==> src/rtl/mips_multicycle_control_if.sv <==
// Control bus between the multicycle control unit and the MIPS datapath.
//
// Datapath -> control: opcode, funct (IR fields), mem_ready (memory access
// completes this cycle).
// Control -> datapath: PC write enables and PC mux select, memory strobes and
// address select, IR write, register-file write controls, ULA operand selects
// and the 4-bit ULA operation code.
//
// master: the control unit.  slave: the datapath.
interface mips_multicycle_control_if;
  logic [5:0] opcode;
  logic [5:0] funct;
  logic       mem_ready;

  logic       pc_write;
  logic       pc_write_cond;
  logic [1:0] pc_source;
  logic       i_or_d;
  logic       mem_read;
  logic       mem_write;
  logic       ir_write;
  logic       reg_dst;
  logic       mem_to_reg;
  logic       reg_write;
  logic       alu_src_a;
  logic [1:0] alu_src_b;
  logic [3:0] ula_op;

  modport master (
    input  opcode, funct, mem_ready,
    output pc_write, pc_write_cond, pc_source, i_or_d, mem_read, mem_write,
           ir_write, reg_dst, mem_to_reg, reg_write, alu_src_a, alu_src_b,
           ula_op
  );

  modport slave (
    output opcode, funct, mem_ready,
    input  pc_write, pc_write_cond, pc_source, i_or_d, mem_read, mem_write,
           ir_write, reg_dst, mem_to_reg, reg_write, alu_src_a, alu_src_b,
           ula_op
  );
endinterface

==> src/rtl/mips_multicycle_control.sv <==
// Multicycle MIPS control unit: a Moore FSM that sequences one instruction
// over 3-5 clocks (plus memory wait cycles) through a shared ULA and a shared
// memory, and drives every datapath enable and mux select.
//
// Ports:
//   clock        rising-edge clock
//   reset        asynchronous, active-low; forces FETCH and zeroes all strobes
//   bus          control bus (master side): opcode/funct/mem_ready in,
//                datapath controls out
//   state        current FSM state encoding (debug)
//   illegal      one-cycle pulse in DECODE on an undecodable instruction
//   instr_count  retired-instruction counter, wraps at 2^CNT_W
//
// Handshake: mem_ready is a plain per-cycle completion flag. In FETCH,
// MEM_READ and MEM_WRITE the FSM holds with its strobes asserted until a
// cycle with mem_ready=1; that cycle performs the write/transfer and the FSM
// advances on the following edge. mem_ready is ignored in every other state.
module mips_multicycle_control #(
  parameter int CNT_W = 32
) (
  input  logic                    clock,
  input  logic                    reset,
  mips_multicycle_control_if.master bus,
  output logic [3:0]              state,
  output logic                    illegal,
  output logic [CNT_W-1:0]        instr_count
);

  localparam logic [3:0] S_FETCH     = 4'd0;
  localparam logic [3:0] S_DECODE    = 4'd1;
  localparam logic [3:0] S_MEM_ADDR  = 4'd2;
  localparam logic [3:0] S_MEM_READ  = 4'd3;
  localparam logic [3:0] S_MEM_WB    = 4'd4;
  localparam logic [3:0] S_MEM_WRITE = 4'd5;
  localparam logic [3:0] S_R_EXEC    = 4'd6;
  localparam logic [3:0] S_R_WB      = 4'd7;
  localparam logic [3:0] S_BRANCH    = 4'd8;
  localparam logic [3:0] S_JUMP      = 4'd9;
  localparam logic [3:0] S_ADDI_EXEC = 4'd10;
  localparam logic [3:0] S_ADDI_WB   = 4'd11;

  localparam logic [5:0] OP_RTYPE = 6'b000000;
  localparam logic [5:0] OP_J     = 6'b000010;
  localparam logic [5:0] OP_BEQ   = 6'b000100;
  localparam logic [5:0] OP_ADDI  = 6'b001000;
  localparam logic [5:0] OP_LW    = 6'b100011;
  localparam logic [5:0] OP_SW    = 6'b101011;

  localparam logic [5:0] FN_ADD = 6'b100000;
  localparam logic [5:0] FN_SUB = 6'b100010;
  localparam logic [5:0] FN_AND = 6'b100100;
  localparam logic [5:0] FN_OR  = 6'b100101;
  localparam logic [5:0] FN_SLT = 6'b101010;

  localparam logic [3:0] ULA_AND = 4'b0000;
  localparam logic [3:0] ULA_OR  = 4'b0001;
  localparam logic [3:0] ULA_ADD = 4'b0010;
  localparam logic [3:0] ULA_SUB = 4'b0110;
  localparam logic [3:0] ULA_SLT = 4'b0111;

  logic [3:0] next_state;
  logic       funct_legal;
  logic       decode_legal;
  logic       retire;

  // Locally built control word, gated by reset before reaching the bus.
  logic       pc_write_d, pc_write_cond_d, i_or_d_d, mem_read_d, mem_write_d;
  logic       ir_write_d, reg_dst_d, mem_to_reg_d, reg_write_d, alu_src_a_d;
  logic [1:0] pc_source_d, alu_src_b_d;
  logic [3:0] ula_op_d;

  always_comb begin
    funct_legal = 1'b0;
    case (bus.funct)
      FN_ADD, FN_SUB, FN_AND, FN_OR, FN_SLT: funct_legal = 1'b1;
      default:                               funct_legal = 1'b0;
    endcase
  end

  always_comb begin
    decode_legal = 1'b0;
    case (bus.opcode)
      OP_LW, OP_SW, OP_BEQ, OP_ADDI, OP_J: decode_legal = 1'b1;
      OP_RTYPE:                            decode_legal = funct_legal;
      default:                             decode_legal = 1'b0;
    endcase
  end

  // Next-state logic
  always_comb begin
    next_state = S_FETCH;
    case (state)
      S_FETCH:     next_state = bus.mem_ready ? S_DECODE : S_FETCH;
      S_DECODE: begin
        case (bus.opcode)
          OP_LW, OP_SW: next_state = S_MEM_ADDR;
          OP_RTYPE:     next_state = funct_legal ? S_R_EXEC : S_FETCH;
          OP_BEQ:       next_state = S_BRANCH;
          OP_ADDI:      next_state = S_ADDI_EXEC;
          OP_J:         next_state = S_JUMP;
          default:      next_state = S_FETCH;
        endcase
      end
      S_MEM_ADDR:  next_state = (bus.opcode == OP_SW) ? S_MEM_WRITE : S_MEM_READ;
      S_MEM_READ:  next_state = bus.mem_ready ? S_MEM_WB : S_MEM_READ;
      S_MEM_WB:    next_state = S_FETCH;
      S_MEM_WRITE: next_state = bus.mem_ready ? S_FETCH : S_MEM_WRITE;
      S_R_EXEC:    next_state = S_R_WB;
      S_R_WB:      next_state = S_FETCH;
      S_BRANCH:    next_state = S_FETCH;
      S_JUMP:      next_state = S_FETCH;
      S_ADDI_EXEC: next_state = S_ADDI_WB;
      S_ADDI_WB:   next_state = S_FETCH;
      default:     next_state = S_FETCH;  // codes 12-15 recover
    endcase
  end

  // An instruction retires on the edge that leaves its final state.
  always_comb begin
    retire = 1'b0;
    case (state)
      S_MEM_WB, S_R_WB, S_BRANCH, S_JUMP, S_ADDI_WB: retire = 1'b1;
      S_MEM_WRITE:                                   retire = bus.mem_ready;
      default:                                       retire = 1'b0;
    endcase
  end

  always_ff @(posedge clock or negedge reset) begin
    if (!reset) begin
      state       <= S_FETCH;
      instr_count <= '0;
    end else begin
      state <= next_state;
      if (retire) instr_count <= instr_count + CNT_W'(1);
    end
  end

  // Output decode
  always_comb begin
    pc_write_d      = 1'b0;
    pc_write_cond_d = 1'b0;
    pc_source_d     = 2'b00;
    i_or_d_d        = 1'b0;
    mem_read_d      = 1'b0;
    mem_write_d     = 1'b0;
    ir_write_d      = 1'b0;
    reg_dst_d       = 1'b0;
    mem_to_reg_d    = 1'b0;
    reg_write_d     = 1'b0;
    alu_src_a_d     = 1'b0;
    alu_src_b_d     = 2'b00;
    ula_op_d        = ULA_ADD;
    case (state)
      S_FETCH: begin
        // PC+4 is computed every FETCH cycle; IR and PC load only on ready.
        mem_read_d  = 1'b1;
        alu_src_b_d = 2'b01;
        ir_write_d  = bus.mem_ready;
        pc_write_d  = bus.mem_ready;
      end
      S_DECODE: begin
        // Speculative branch target (PC + imm<<2) into ALUOut.
        alu_src_b_d = 2'b11;
      end
      S_MEM_ADDR, S_ADDI_EXEC: begin
        alu_src_a_d = 1'b1;
        alu_src_b_d = 2'b10;
      end
      S_MEM_READ: begin
        mem_read_d = 1'b1;
        i_or_d_d   = 1'b1;
      end
      S_MEM_WB: begin
        reg_write_d  = 1'b1;
        mem_to_reg_d = 1'b1;
      end
      S_MEM_WRITE: begin
        mem_write_d = 1'b1;
        i_or_d_d    = 1'b1;
      end
      S_R_EXEC: begin
        alu_src_a_d = 1'b1;
        case (bus.funct)
          FN_SUB:  ula_op_d = ULA_SUB;
          FN_AND:  ula_op_d = ULA_AND;
          FN_OR:   ula_op_d = ULA_OR;
          FN_SLT:  ula_op_d = ULA_SLT;
          default: ula_op_d = ULA_ADD;
        endcase
      end
      S_R_WB: begin
        reg_write_d = 1'b1;
        reg_dst_d   = 1'b1;
      end
      S_BRANCH: begin
        alu_src_a_d     = 1'b1;
        ula_op_d        = ULA_SUB;
        pc_write_cond_d = 1'b1;
        pc_source_d     = 2'b01;
      end
      S_JUMP: begin
        pc_write_d  = 1'b1;
        pc_source_d = 2'b10;
      end
      S_ADDI_WB: begin
        reg_write_d = 1'b1;
      end
      default: ;
    endcase
  end

  // Strobes are gated by reset directly so an asynchronous abort silences
  // them before the next edge; mux selects keep their FETCH values.
  assign bus.pc_write      = reset & pc_write_d;
  assign bus.pc_write_cond = reset & pc_write_cond_d;
  assign bus.ir_write      = reset & ir_write_d;
  assign bus.reg_write     = reset & reg_write_d;
  assign bus.mem_write     = reset & mem_write_d;
  assign bus.mem_read      = reset & mem_read_d;
  assign bus.pc_source     = pc_source_d;
  assign bus.i_or_d        = i_or_d_d;
  assign bus.reg_dst       = reg_dst_d;
  assign bus.mem_to_reg    = mem_to_reg_d;
  assign bus.alu_src_a     = alu_src_a_d;
  assign bus.alu_src_b     = alu_src_b_d;
  assign bus.ula_op        = ula_op_d;
  assign illegal           = reset & (state == S_DECODE) & ~decode_legal;

endmodule

==> src/flat_wrapper.sv <==
// flat-port wrapper written by rule: the top's interface ports become plain ports
module mips_multicycle_control_flat 
#(
  parameter int CNT_W = 32
)
  (clock, reset, state, illegal, instr_count, bus_opcode, bus_funct, bus_mem_ready, bus_pc_write, bus_pc_write_cond, bus_pc_source, bus_i_or_d, bus_mem_read, bus_mem_write, bus_ir_write, bus_reg_dst, bus_mem_to_reg, bus_reg_write, bus_alu_src_a, bus_alu_src_b, bus_ula_op);
  mips_multicycle_control_if bus_i ();
  input  logic clock;
  input  logic reset;
  output logic [3:0] state;
  output logic illegal;
  output logic [CNT_W-1:0] instr_count;
  input wire logic [$bits(bus_i.opcode)-1:0] bus_opcode;
  input wire logic [$bits(bus_i.funct)-1:0] bus_funct;
  input wire logic [$bits(bus_i.mem_ready)-1:0] bus_mem_ready;
  output wire logic [$bits(bus_i.pc_write)-1:0] bus_pc_write;
  output wire logic [$bits(bus_i.pc_write_cond)-1:0] bus_pc_write_cond;
  output wire logic [$bits(bus_i.pc_source)-1:0] bus_pc_source;
  output wire logic [$bits(bus_i.i_or_d)-1:0] bus_i_or_d;
  output wire logic [$bits(bus_i.mem_read)-1:0] bus_mem_read;
  output wire logic [$bits(bus_i.mem_write)-1:0] bus_mem_write;
  output wire logic [$bits(bus_i.ir_write)-1:0] bus_ir_write;
  output wire logic [$bits(bus_i.reg_dst)-1:0] bus_reg_dst;
  output wire logic [$bits(bus_i.mem_to_reg)-1:0] bus_mem_to_reg;
  output wire logic [$bits(bus_i.reg_write)-1:0] bus_reg_write;
  output wire logic [$bits(bus_i.alu_src_a)-1:0] bus_alu_src_a;
  output wire logic [$bits(bus_i.alu_src_b)-1:0] bus_alu_src_b;
  output wire logic [$bits(bus_i.ula_op)-1:0] bus_ula_op;
  assign bus_i.opcode = bus_opcode;
  assign bus_i.funct = bus_funct;
  assign bus_i.mem_ready = bus_mem_ready;
  assign bus_pc_write = bus_i.pc_write;
  assign bus_pc_write_cond = bus_i.pc_write_cond;
  assign bus_pc_source = bus_i.pc_source;
  assign bus_i_or_d = bus_i.i_or_d;
  assign bus_mem_read = bus_i.mem_read;
  assign bus_mem_write = bus_i.mem_write;
  assign bus_ir_write = bus_i.ir_write;
  assign bus_reg_dst = bus_i.reg_dst;
  assign bus_mem_to_reg = bus_i.mem_to_reg;
  assign bus_reg_write = bus_i.reg_write;
  assign bus_alu_src_a = bus_i.alu_src_a;
  assign bus_alu_src_b = bus_i.alu_src_b;
  assign bus_ula_op = bus_i.ula_op;
  mips_multicycle_control #(.CNT_W(CNT_W)) u_core (.clock(clock), .reset(reset), .bus(bus_i), .state(state), .illegal(illegal), .instr_count(instr_count));
endmodule
==> config.mk <==
export PLATFORM = sky130hd
export DESIGN_NAME = mips_multicycle_control_flat
export DESIGN_NICKNAME = d
export VERILOG_FILES = /design/src/rtl/mips_multicycle_control_if.sv /design/src/rtl/mips_multicycle_control.sv /design/src/flat_wrapper.sv
export SDC_FILE = /design/constraint.sdc
export NUM_CORES = 1
export LEC_CHECK = 0
export ABC_AREA = 1
export CAP_MARGIN = 20
export CORE_UTILIZATION = 25
export CTS_BUF_LIST = sky130_fd_sc_hd__clkbuf_8
export DETAILED_ROUTE_END_ITERATION = 16
export PLACE_DENSITY = 0.48
export SLEW_MARGIN = 5
export SYNTH_ARGS = -nofsm -noshare
export SYNTH_HDL_FRONTEND = slang
export SYNTH_SLANG_ARGS = --single-unit
==> constraint.sdc <==
create_clock -name clock -period 1.63 [get_ports clock]
set_input_delay 0.326 -clock clock [delete_from_list [all_inputs] [get_ports clock]]
set_output_delay 0.326 -clock clock [all_outputs]
set_load 0.005 [all_outputs]
==> flow_summary.json, run 1 <==
{
  "ant_nets": 0,
  "area_delta_synth_final_pct": 67.78,
  "clkTransAtPathRegs_ps": 70,
  "crit_type": "reg -> out",
  "synth_cells": 440,
  "p_leak_nw": 2.165,
  "grt_pass1_vias": 3047,
  "fin_util_pct": 43.17,
  "rsz0062_at_grt": "yes",
  "synth_top_area_share_pct": 33.91,
  "worstPathCellList": "nand2_1, inv_1, o21ai_2, o21ai_0, nand2_1, inv_1, buf_2",
  "nNetsFinal": 602,
  "dieWidth_um": 105.1,
  "path_buf_inv": 3,
  "cts_root_buffer": "clkbuf_8",
  "critPathMaxStageDelay_ps": 480,
  "outcome": "finished, violations left",
  "nFillCells": 1088,
  "drc": 0,
  "yosys.area.top_type": "dfrtp_1",
  "async_flop_share_pct": 100.0,
  "synth_simple_gate_area_share_pct": 48.47,
  "gp_congestion": 0.8731,
  "totalWireLength_um": 9172,
  "synth_fa_ha_area_share_pct": 0.4710,
  "violations": "negative setup slack",
  "clk_latency_ps": 280,
  "hold_violations": 0,
  "worstSetupStartpointType": "flop",
  "diodes": 0,
  "synth_compound_area_share_pct": 3.344,
  "clock_path_buffers": 2,
  "worst_ep_required_time_ps": 1300,
  "num_rows": 37,
  "tritoncts": "built",
  "viasPerCell": 4.391,
  "ctsHtreeMaxLevel": 2,
  "path_max_fanout": 5,
  "yosys-top-cells-count": "nand2_1 (187), nor2_1 (76), inv_1 (51)",
  "power_mw": 3.557,
  "powerDensity_nw_per_um2": 798.0,
  "period_minus_slack_ps": 1823,
  "critPathArrivalTime_ps": 1500,
  "place_hpwl_um": 6796,
  "synth_area_um2": 2656,
  "yosysWarnings": 0,
  "synth_top_family_by_area": "simple AND/OR/NAND/NOR gates",
  "core_um2": 10320,
  "antenna_found_initial": 0,
  "die_area_um2": 11040,
  "crit_path_end_kind": "output port",
  "grt_max_degree": 28,
  "vias": 3175,
  "cap_violations": 0,
  "drive_above_1_share_pct": 31.69,
  "ys.flop_type": "dfrtp_1",
  "crit_slowest_cell": "dfrtp_2",
  "ys_ff_latch": 36,
  "syn_avg_cell_area_um2": 6.037,
  "ir_worst_vdd_mv": 0.4170,
  "wl_per_cell_um": 12.69,
  "grt_use_total_pct": 16.53,
  "slew_viol_final": 0,
  "drt_iter0_markers": 125,
  "io_pins": 70,
  "cts_sinks": 36,
  "dr.pass1.iters": 5,
  "finalClockSkew_ps": 3.000,
  "hp-class": "in -> async",
  "fmax_mhz": 548.6,
  "final.period_utilization_pct": 111.8,
  "seq_area_frac_synth_pct": 33.91,
  "start_util_pct": 25.73,
  "final-setup-viol-count": 41,
  "synthTopCellsByArea": "dfrtp_1 (34%), nand2_1 (26%), nor2_1 (11%)",
  "cp_top_family": "flip-flops",
  "portBuffers": 68,
  "grt_overflow_total": 0,
  "post-synth-top-count-cell": "nand2_1",
  "grt_pass1_wl_um": 14610,
  "setup_ws_ps": -192.8,
  "numCtsBuffers": 5,
  "syn_nets": 456,
  "die_height_um": 105.1,
  "synth_xor_area_share_pct": 4.286,
  "synth_cell_types": 26,
  "synthMuxAreaShare_pct": 0,
  "synth-edff-count": 0
}
-- layout make-up --
cell class	instances	area [um^2]	share of cell area, %
inverters	52	210.2	4.716
clock inverters	2	7.507	0.1684
well taps	136	170.2	3.818
flip-flops and latches	36	927.1	20.80
clock buffers	6	82.58	1.853
multi-input cells	346	1720	38.60
repair buffers	145	1339	30.04
-- worst paths after layout --
path / from / endpoint / slack (ps) / depth (start not counted)
max in group asynchronous: reset / u_core.instr_count[22] / 1060 / 3
min in group clock: u_core.instr_count[6] / u_core.instr_count[6] / 530 / 1
hold / removal: reset / u_core.instr_count[7] / 160 / 3
setup / recovery: u_core.state[1] / bus_reg_write / -190 / 7
setup reg to reg: u_core.state[1] / u_core.instr_count[14] / -60 / 9
hold reg to reg: u_core.instr_count[6] / u_core.instr_count[6] / 530 / 1
-- worst register-to-register path, stage by stage (launching register included) --
cell and delay, ps:
dfrtp_2 480, nand2_1 140, inv_1 100, o21ai_2 160, buf_4 140, nand3_4 120, buf_12 170, buf_4 140
nand2_1 70, xnor2_1 100
-- registers in the layout (all words and copies together) (netlist names) --
name and cells:
u_core.instr_count 32, u_core.state 4
-- logic make-up after synthesis --
logic type | after synthesis
AO/OA/AOI/OAI | 16
buffers and inverters | 58
other | 1
XOR/XNOR | 13
AND/OR/NAND/NOR | 315
flip-flops | 36
adder cells (fa/ha/maj) | 1
-- timing repair --
action                                  in CTS  in global routing
setup buffers                               21                 11
endpoints found under the hold margin        0                  0
pin swaps                                   18                 18
hold buffers                                 0                  0
endpoints found under the setup margin      54                 68
resized for setup                          136                 68
gates cloned                                 0                  2
-- metrics by stage --
step / instances / cell area (um^2) / setup WS, ps / hold slack (ps) / setup TNS [ps]
global placement: 684 / 3806 / -496.7 / 479.4 / -8522
detailed placement: 684 / 3806 / -535.6 / 476.6 / -9385
finish: 723 / 4457 / -192.8 / 161.5 / -2782
CTS: 712 / 4150 / -177.7 / 167.3 / -2003
floorplan: 440 / 2656 / 216.9 / 30.41 / 0
global route: 723 / 4457 / -269.1 / 165.3 / -6325
-- per-layer routing --
metal	global-route usage, %	part of all wire (%)	up-vias
met2	28.71	48	71
met1	21.95	47	1459
li1	-	-	1634
met4	3.320	1.2	0
met3	1.996	3.9	11
met5	0	0	-
-- power by group --
part,switching [mW],total [mW],internal (mW)
sequential,0.122,1.10,0.974
clock,0.325,0.658,0.333
combinational,0.812,1.80,0.990
-- placed cells by master (no fill, tap or decap), types with 7 or more instances in the layout --
cell | netlist | routed
buf_2 | 1 | 14
buf_4 | 2 | 58
buf_6 | 3 | 18
clkdlybuf4s50_1 | 0 | 35
dfrtp_1 | 36 | 15
dfrtp_2 | 0 | 21
dlymetal6s2s_1 | 0 | 9
inv_1 | 51 | 43
inv_2 | 1 | 7
nand2_1 | 187 | 175
nand2_2 | 2 | 8
nand3_1 | 27 | 23
nor2_1 | 76 | 59
nor2_2 | 3 | 11
nor2_4 | 2 | 11
o21ai_0 | 10 | 9
xnor2_1 | 7 | 7
Power figures use the tool's default switching activity.
==> inputs of run 2 (changes only) <==
- CORE_MARGIN: default -> 4
- GPL_TIMING_DRIVEN: default -> 0
- RECOVER_POWER: default -> 25
==> run 2 against run 1 <==
The flow still finishes with violations (negative setup slack). Sequential power is essentially flat. Wire length up 2.8%. Register-to-register slack got worse by 30 ps. Final cell count down 3.2%. Critical path depth unchanged. Combinational power increased by 6%. Worst setup slack got worse by 35 ps. Die area increased by 12%. Clock power is 2% higher. Cell area shrank 0.59%. Non-clock buffer count down 23. Global-route usage decreased by 2.3 points. Critical endpoint is now bus_mem_write.
==> flow_summary.json, run 2 (synthesized netlist as in run 1, its figures left out) <==
{
  "crit_slowest_cell": "dfrtp_2",
  "placed_cell_area_um2": 3530,
  "holdWs_ps": 32.44,
  "worstPathCellList": "buf_6, nor2_4, buf_6, buf_6, nand2_4, nor2_2, buf_2",
  "io_pins": 70,
  "drc": 0,
  "grt_pass1_wl_um": 14350,
  "cts_root_buffer": "clkbuf_8",
  "crit_type": "reg -> out",
  "tns_ps": -3449,
  "die_height_um": 111.1,
  "crit_path_end_kind": "output port",
  "final_cells": 700,
  "totalWireLength_um": 9429,
  "mostFrequentLayoutCells": "nand2_1 (160), nor2_1 (56), clkdlybuf4s50_1 (44)",
  "ant_nets": 0,
  "place_hpwl_um": 6646,
  "die_area_um2": 12340,
  "worst_pin_slew_ps": 716.1,
  "grt_max_degree": 22,
  "largest_register_ffs": 32,
  "start_util_pct": 25.73,
  "setup_ws_ps": -227.7,
  "ir_worst_vdd_mv": 0.4443,
  "cpMostUsedCell": "buf_6",
  "power_mw": 3.674,
  "clk_latency_ps": 290,
  "grt_use_total_pct": 14.25,
  "critPathArrivalTime_ps": 1530,
  "period_minus_slack_ps": 1858,
  "viasPerCell": 4.449,
  "finalClockSkew_ps": 7.869,
  "fmax_mhz": 538.3,
  "ctsHtreeMaxLevel": 2,
  "cap_violations": 0,
  "r2r-start": "u_core.state[1]",
  "p_leak_nw": 2.012,
  "final-setup-viol-count": 31,
  "worstSetupStartpointType": "flop",
  "portBuffers": 68,
  "area_delta_synth_final_pct": 66.79,
  "design_area_um2": 4431,
  "grt_overflow_total": 0,
  "core_um2": 10320,
  "cts_sinks": 36,
  "drt_iter0_markers": 134,
  "rsz0062_at_grt": "yes",
  "worst_ep_required_time_ps": 1300,
  "drive_above_1_share_pct": 34.40,
  "hold_violations": 0,
  "tritoncts": "built",
  "grt_pass1_vias": 2913,
  "reg.largest.list": "u_core.instr_count: 32 flops, u_core.state: 4 flops",
  "dieWidth_um": 111.1,
  "max_flop_register": "u_core.instr_count",
  "hp-class": "in -> async",
  "powerDensity_nw_per_um2": 829.3,
  "reg2regPathDepth": 11,
  "critPathMaxStageDelay_ps": 460,
  "dp_slack_ps": -600.1,
  "vias": 3114,
  "violations": "negative setup slack",
  "antenna_found_initial": 0,
  "final.period_utilization_pct": 114.0,
  "crit_start": "u_core.state[1]",
  "ff2ff_setup_slack_ps": -90,
  "dr.pass1.iters": 4,
  "slew_headroom_pct": 52.10,
  "fin_util_pct": 42.92,
  "r2r_end": "u_core.instr_count[17]",
  "final_common_cell": "nand2_1",
  "diodes": 0,
  "path_max_fanout": 5,
  "clock_path_buffers": 2,
  "num_rows": 37,
  "dp_cells": 645,
  "outcome": "finished, violations left",
  "slew_viol_final": 0,
  "nNetsFinal": 579,
  "wl_per_cell_um": 13.47,
  "gp_congestion": 0.8665,
  "numCtsBuffers": 5,
  "clkTransAtPathRegs_ps": 70
}
[run 2: cell count changes in the layout (fill, tap and decap cells not counted), sizes merged]
cell	change
inv	-2
dlygate4sd2	-2
dlymetal6s2s	-7
clkbuf	-1
buf	-21
clkinv	+2
clkdlybuf4s15	-2
clkdlybuf4s50	+9
dlygate4sd3	+1
[run 2: cell type report]
class,instances,area [um^2]
repair buffers,117,1116
plain buffers,5,63.81
inverters,52,207.7
fillers,1047,5893
multi-input cells,346,1846
flip-flops and latches,36,934.6
clock inverters,2,10.01
well taps,136,170.2
clock buffers,6,82.58
[run 2: worst max-delay path: cells and delay by family, from the launching register on]
kind	cells	cell delay, ps
flip-flops	1	460
buffers and inverters	4	470
AND/OR/NAND/NOR	3	300
[run 2: worst max-delay path by stage]
stage,to,depth (start not counted)
finish,bus_mem_write,7
global route,illegal,8
CTS,illegal,8
detailed placement,illegal,6
global placement,illegal,6
floorplan,illegal,5
[run 2: routing by layer]
layer	track usage [%]	share of wire, %	up-vias
met5	0	0	-
met4	3.731	1.1	0
met3	2.456	4.1	10
met2	24.35	49	64
met1	18.61	46	1454
li1	-	-	1586
[run 2: what timing repair did]
item / in CTS / in global routing
pin swaps: 16 / 30
setup buffers: 33 / 16
endpoints found under the setup margin: 33 / 67
hold endpoints to repair: 15 / 0
gates cloned: 3 / 1
hold buffers: 1 / 0
gates resized for setup: 147 / 106
[run 2: power by group]
part	leakage (nW)	switching (mW)	internal [mW]	total, mW
logic	1.51	0.896	1.02	1.91
registers	0.452	0.116	0.973	1.09
clock network	0.0510	0.336	0.338	0.673
total	2.01	1.35	2.33	3.67
==> inputs of run 3 (changes only) <==
- GPL_TIMING_DRIVEN: 0 -> default
==> run 3 against run 2 <==
Die area stayed put. The flow still finishes with violations (negative setup slack). Core utilization rose by 3.5 points. Via count up 4.2%. Clock-buffer cell count is the same. Hold slack improved by 410 ps. Cell area rose by 8.2%. Sequential cell count unchanged. First-iteration DRC count fell by 0.75%. Sequential power barely moved. Total power rose by 2.7%. Clock power fell by 2%.
==> flow_summary.json, run 3 (synthesized netlist as in run 1, its figures left out) <==
{
  "outcome": "finished, violations left",
  "violations": "negative setup slack",
  "io_pins": 70,
  "p_leak_nw": 2.345,
  "placed_cell_area_um2": 3754,
  "hold_violations": 0,
  "vias": 3244,
  "fmax_mhz": 555.8,
  "ant_nets": 0,
  "internal_power_mw": 2.365,
  "tritoncts": "built",
  "dieWidth_um": 111.1,
  "cts_root_buffer": "clkbuf_8",
  "grt_overflow_total": 0,
  "drive_above_1_share_pct": 39.22,
  "clk_latency_ps": 290,
  "final_common_cell": "nand2_1",
  "swShare_pct": 37.30,
  "grt_max_degree": 24,
  "setup_ws_ps": -169.2,
  "power_mw": 3.772,
  "worst_pin_slew_ps": 722.2,
  "cap_violations": 0,
  "dp_cells": 677,
  "grt_pass1_wl_um": 14700,
  "hp-class": "in -> async",
  "drt_iter0_markers": 133,
  "crit_type": "reg -> out",
  "numCtsBuffers": 5,
  "totalWireLength_um": 9687,
  "core_um2": 10320,
  "place_hpwl_um": 6872,
  "wl_per_cell_um": 13.36,
  "num_rows": 37,
  "worstSetupStartpointType": "flop",
  "ir_worst_vdd_mv": 0.4684,
  "slew_headroom_pct": 51.85,
  "holdWs_ps": 445.1,
  "period_minus_slack_ps": 1799,
  "design_area_um2": 4796,
  "gp_congestion": 0.8471,
  "power.net_switching_mw": 1.407,
  "grt_pass1_vias": 3022,
  "worst_ep_required_time_ps": 1300,
  "start_util_pct": 25.73,
  "reg2regPathDepth": 11,
  "antenna_found_initial": 0,
  "ctsHtreeMaxLevel": 2,
  "portBuffers": 68,
  "final.period_utilization_pct": 110.4,
  "grt_use_total_pct": 14.29,
  "slew_viol_final": 0,
  "finalClockSkew_ps": 4.803,
  "final-setup-viol-count": 45,
  "rsz0062_at_grt": "yes",
  "largest_register_ffs": 32,
  "max_flop_register": "u_core.instr_count",
  "p_comb_share_pct": 53.6,
  "power_frac_clock_pct": 17.5,
  "dr.pass1.iters": 4,
  "die_height_um": 111.1,
  "drc": 0,
  "crit_path_end_kind": "output port",
  "nNetsFinal": 604,
  "cts-hold-fix-buffers": 0,
  "die_area_um2": 12340,
  "mostFrequentLayoutCells": "nand2_1 (142), nor2_1 (55), buf_4 (46)",
  "diodes": 0,
  "sequentialPowerShare_pct": 28.9,
  "area_delta_synth_final_pct": 80.55,
  "critPathArrivalTime_ps": 1470,
  "final_cells": 725,
  "clkTransAtPathRegs_ps": 70,
  "clock_path_buffers": 2,
  "powerDensity_nw_per_um2": 786.6,
  "path_max_fanout": 3,
  "viasPerCell": 4.474,
  "cts_sinks": 36,
  "nFillCells": 1057,
  "reg.largest.list": "u_core.instr_count: 32 flops, u_core.state: 4 flops"
}
run 3: cell types whose count changed in the layout (fill, tap and decap cells not counted), sizes merged:
cell and change:
buf +17, clkbuf +5, clkdlybuf4s50 -9, clkinv +1, dlygate4sd2 +3, dlygate4sd3 -1
dlymetal6s2s +7, inv +2
run 3: final cells by class:
type,instances,area [um^2],share of cell area (%)
Multi-Input combinational cell,346,1971,41.09
Timing Repair Buffer,144,1370,28.57
Sequential cell,36,928.4,19.36
Inverter,52,222.7,4.644
Tap cell,136,170.2,3.548
Clock buffer,6,82.58,1.722
Timing Repair inverter,3,43.79,0.9131
Clock inverter,2,7.507,0.1565
run 3: per-layer routing:
metal	track usage, %	wire, um
met5	0	0
met4	3.487	121
met3	2.238	403
met2	23.54	4653
met1	19.64	4508
run 3: final timing paths:
path                       slack (ps)                      to                    from
min reg2reg                       510  u_core.instr_count[14]  u_core.instr_count[14]
max in group asynchronous         650   u_core.instr_count[9]                   reset
max reg2reg                       -80  u_core.instr_count[14]         u_core.state[2]
min in group clock                510  u_core.instr_count[14]  u_core.instr_count[14]
min                               450  u_core.instr_count[12]                   reset
max                              -170            bus_pc_write         u_core.state[2]
run 3: power groups by stage:
stage	registers, mW	logic, mW	clock network [mW]
after floorplan	1.07	0.451	0
after global placement	1.08	1.20	0
after detailed placement	1.08	1.19	0
after CTS	1.08	1.53	0.677
after global routing	1.10	2.17	0.721
final	1.09	2.02	0.661
run 3: timing repair:
action | in CTS | in global routing
gates cloned | 0 | 6
pin swaps | 26 | 46
setup buffers | 18 | 19
gates resized for setup | 153 | 143
endpoints found under the setup margin | 53 | 66
run 3: per-stage QoR:
stage | setup slack (ps) | TNS (ps) | utilization (%)
2_1_floorplan | 216.9 | 0 | -
3_3_place_gp | -517.6 | -7246 | 36.36
3_5_place_dp | -534.3 | -7719 | 36.36
4_1_cts | -222.0 | -1294 | 39.74
5_1_grt | -251.2 | -5878 | 46.46
6_report | -169.2 | -2402 | 46.46
run 3: critical path, stage by stage, from the launching register on:
cell,delay [ps]
dfrtp_1,420
buf_6,150
inv_4,60
nand2_4,70
buf_6,120
nor3_4,120
o21a_1,130
buf_2,110
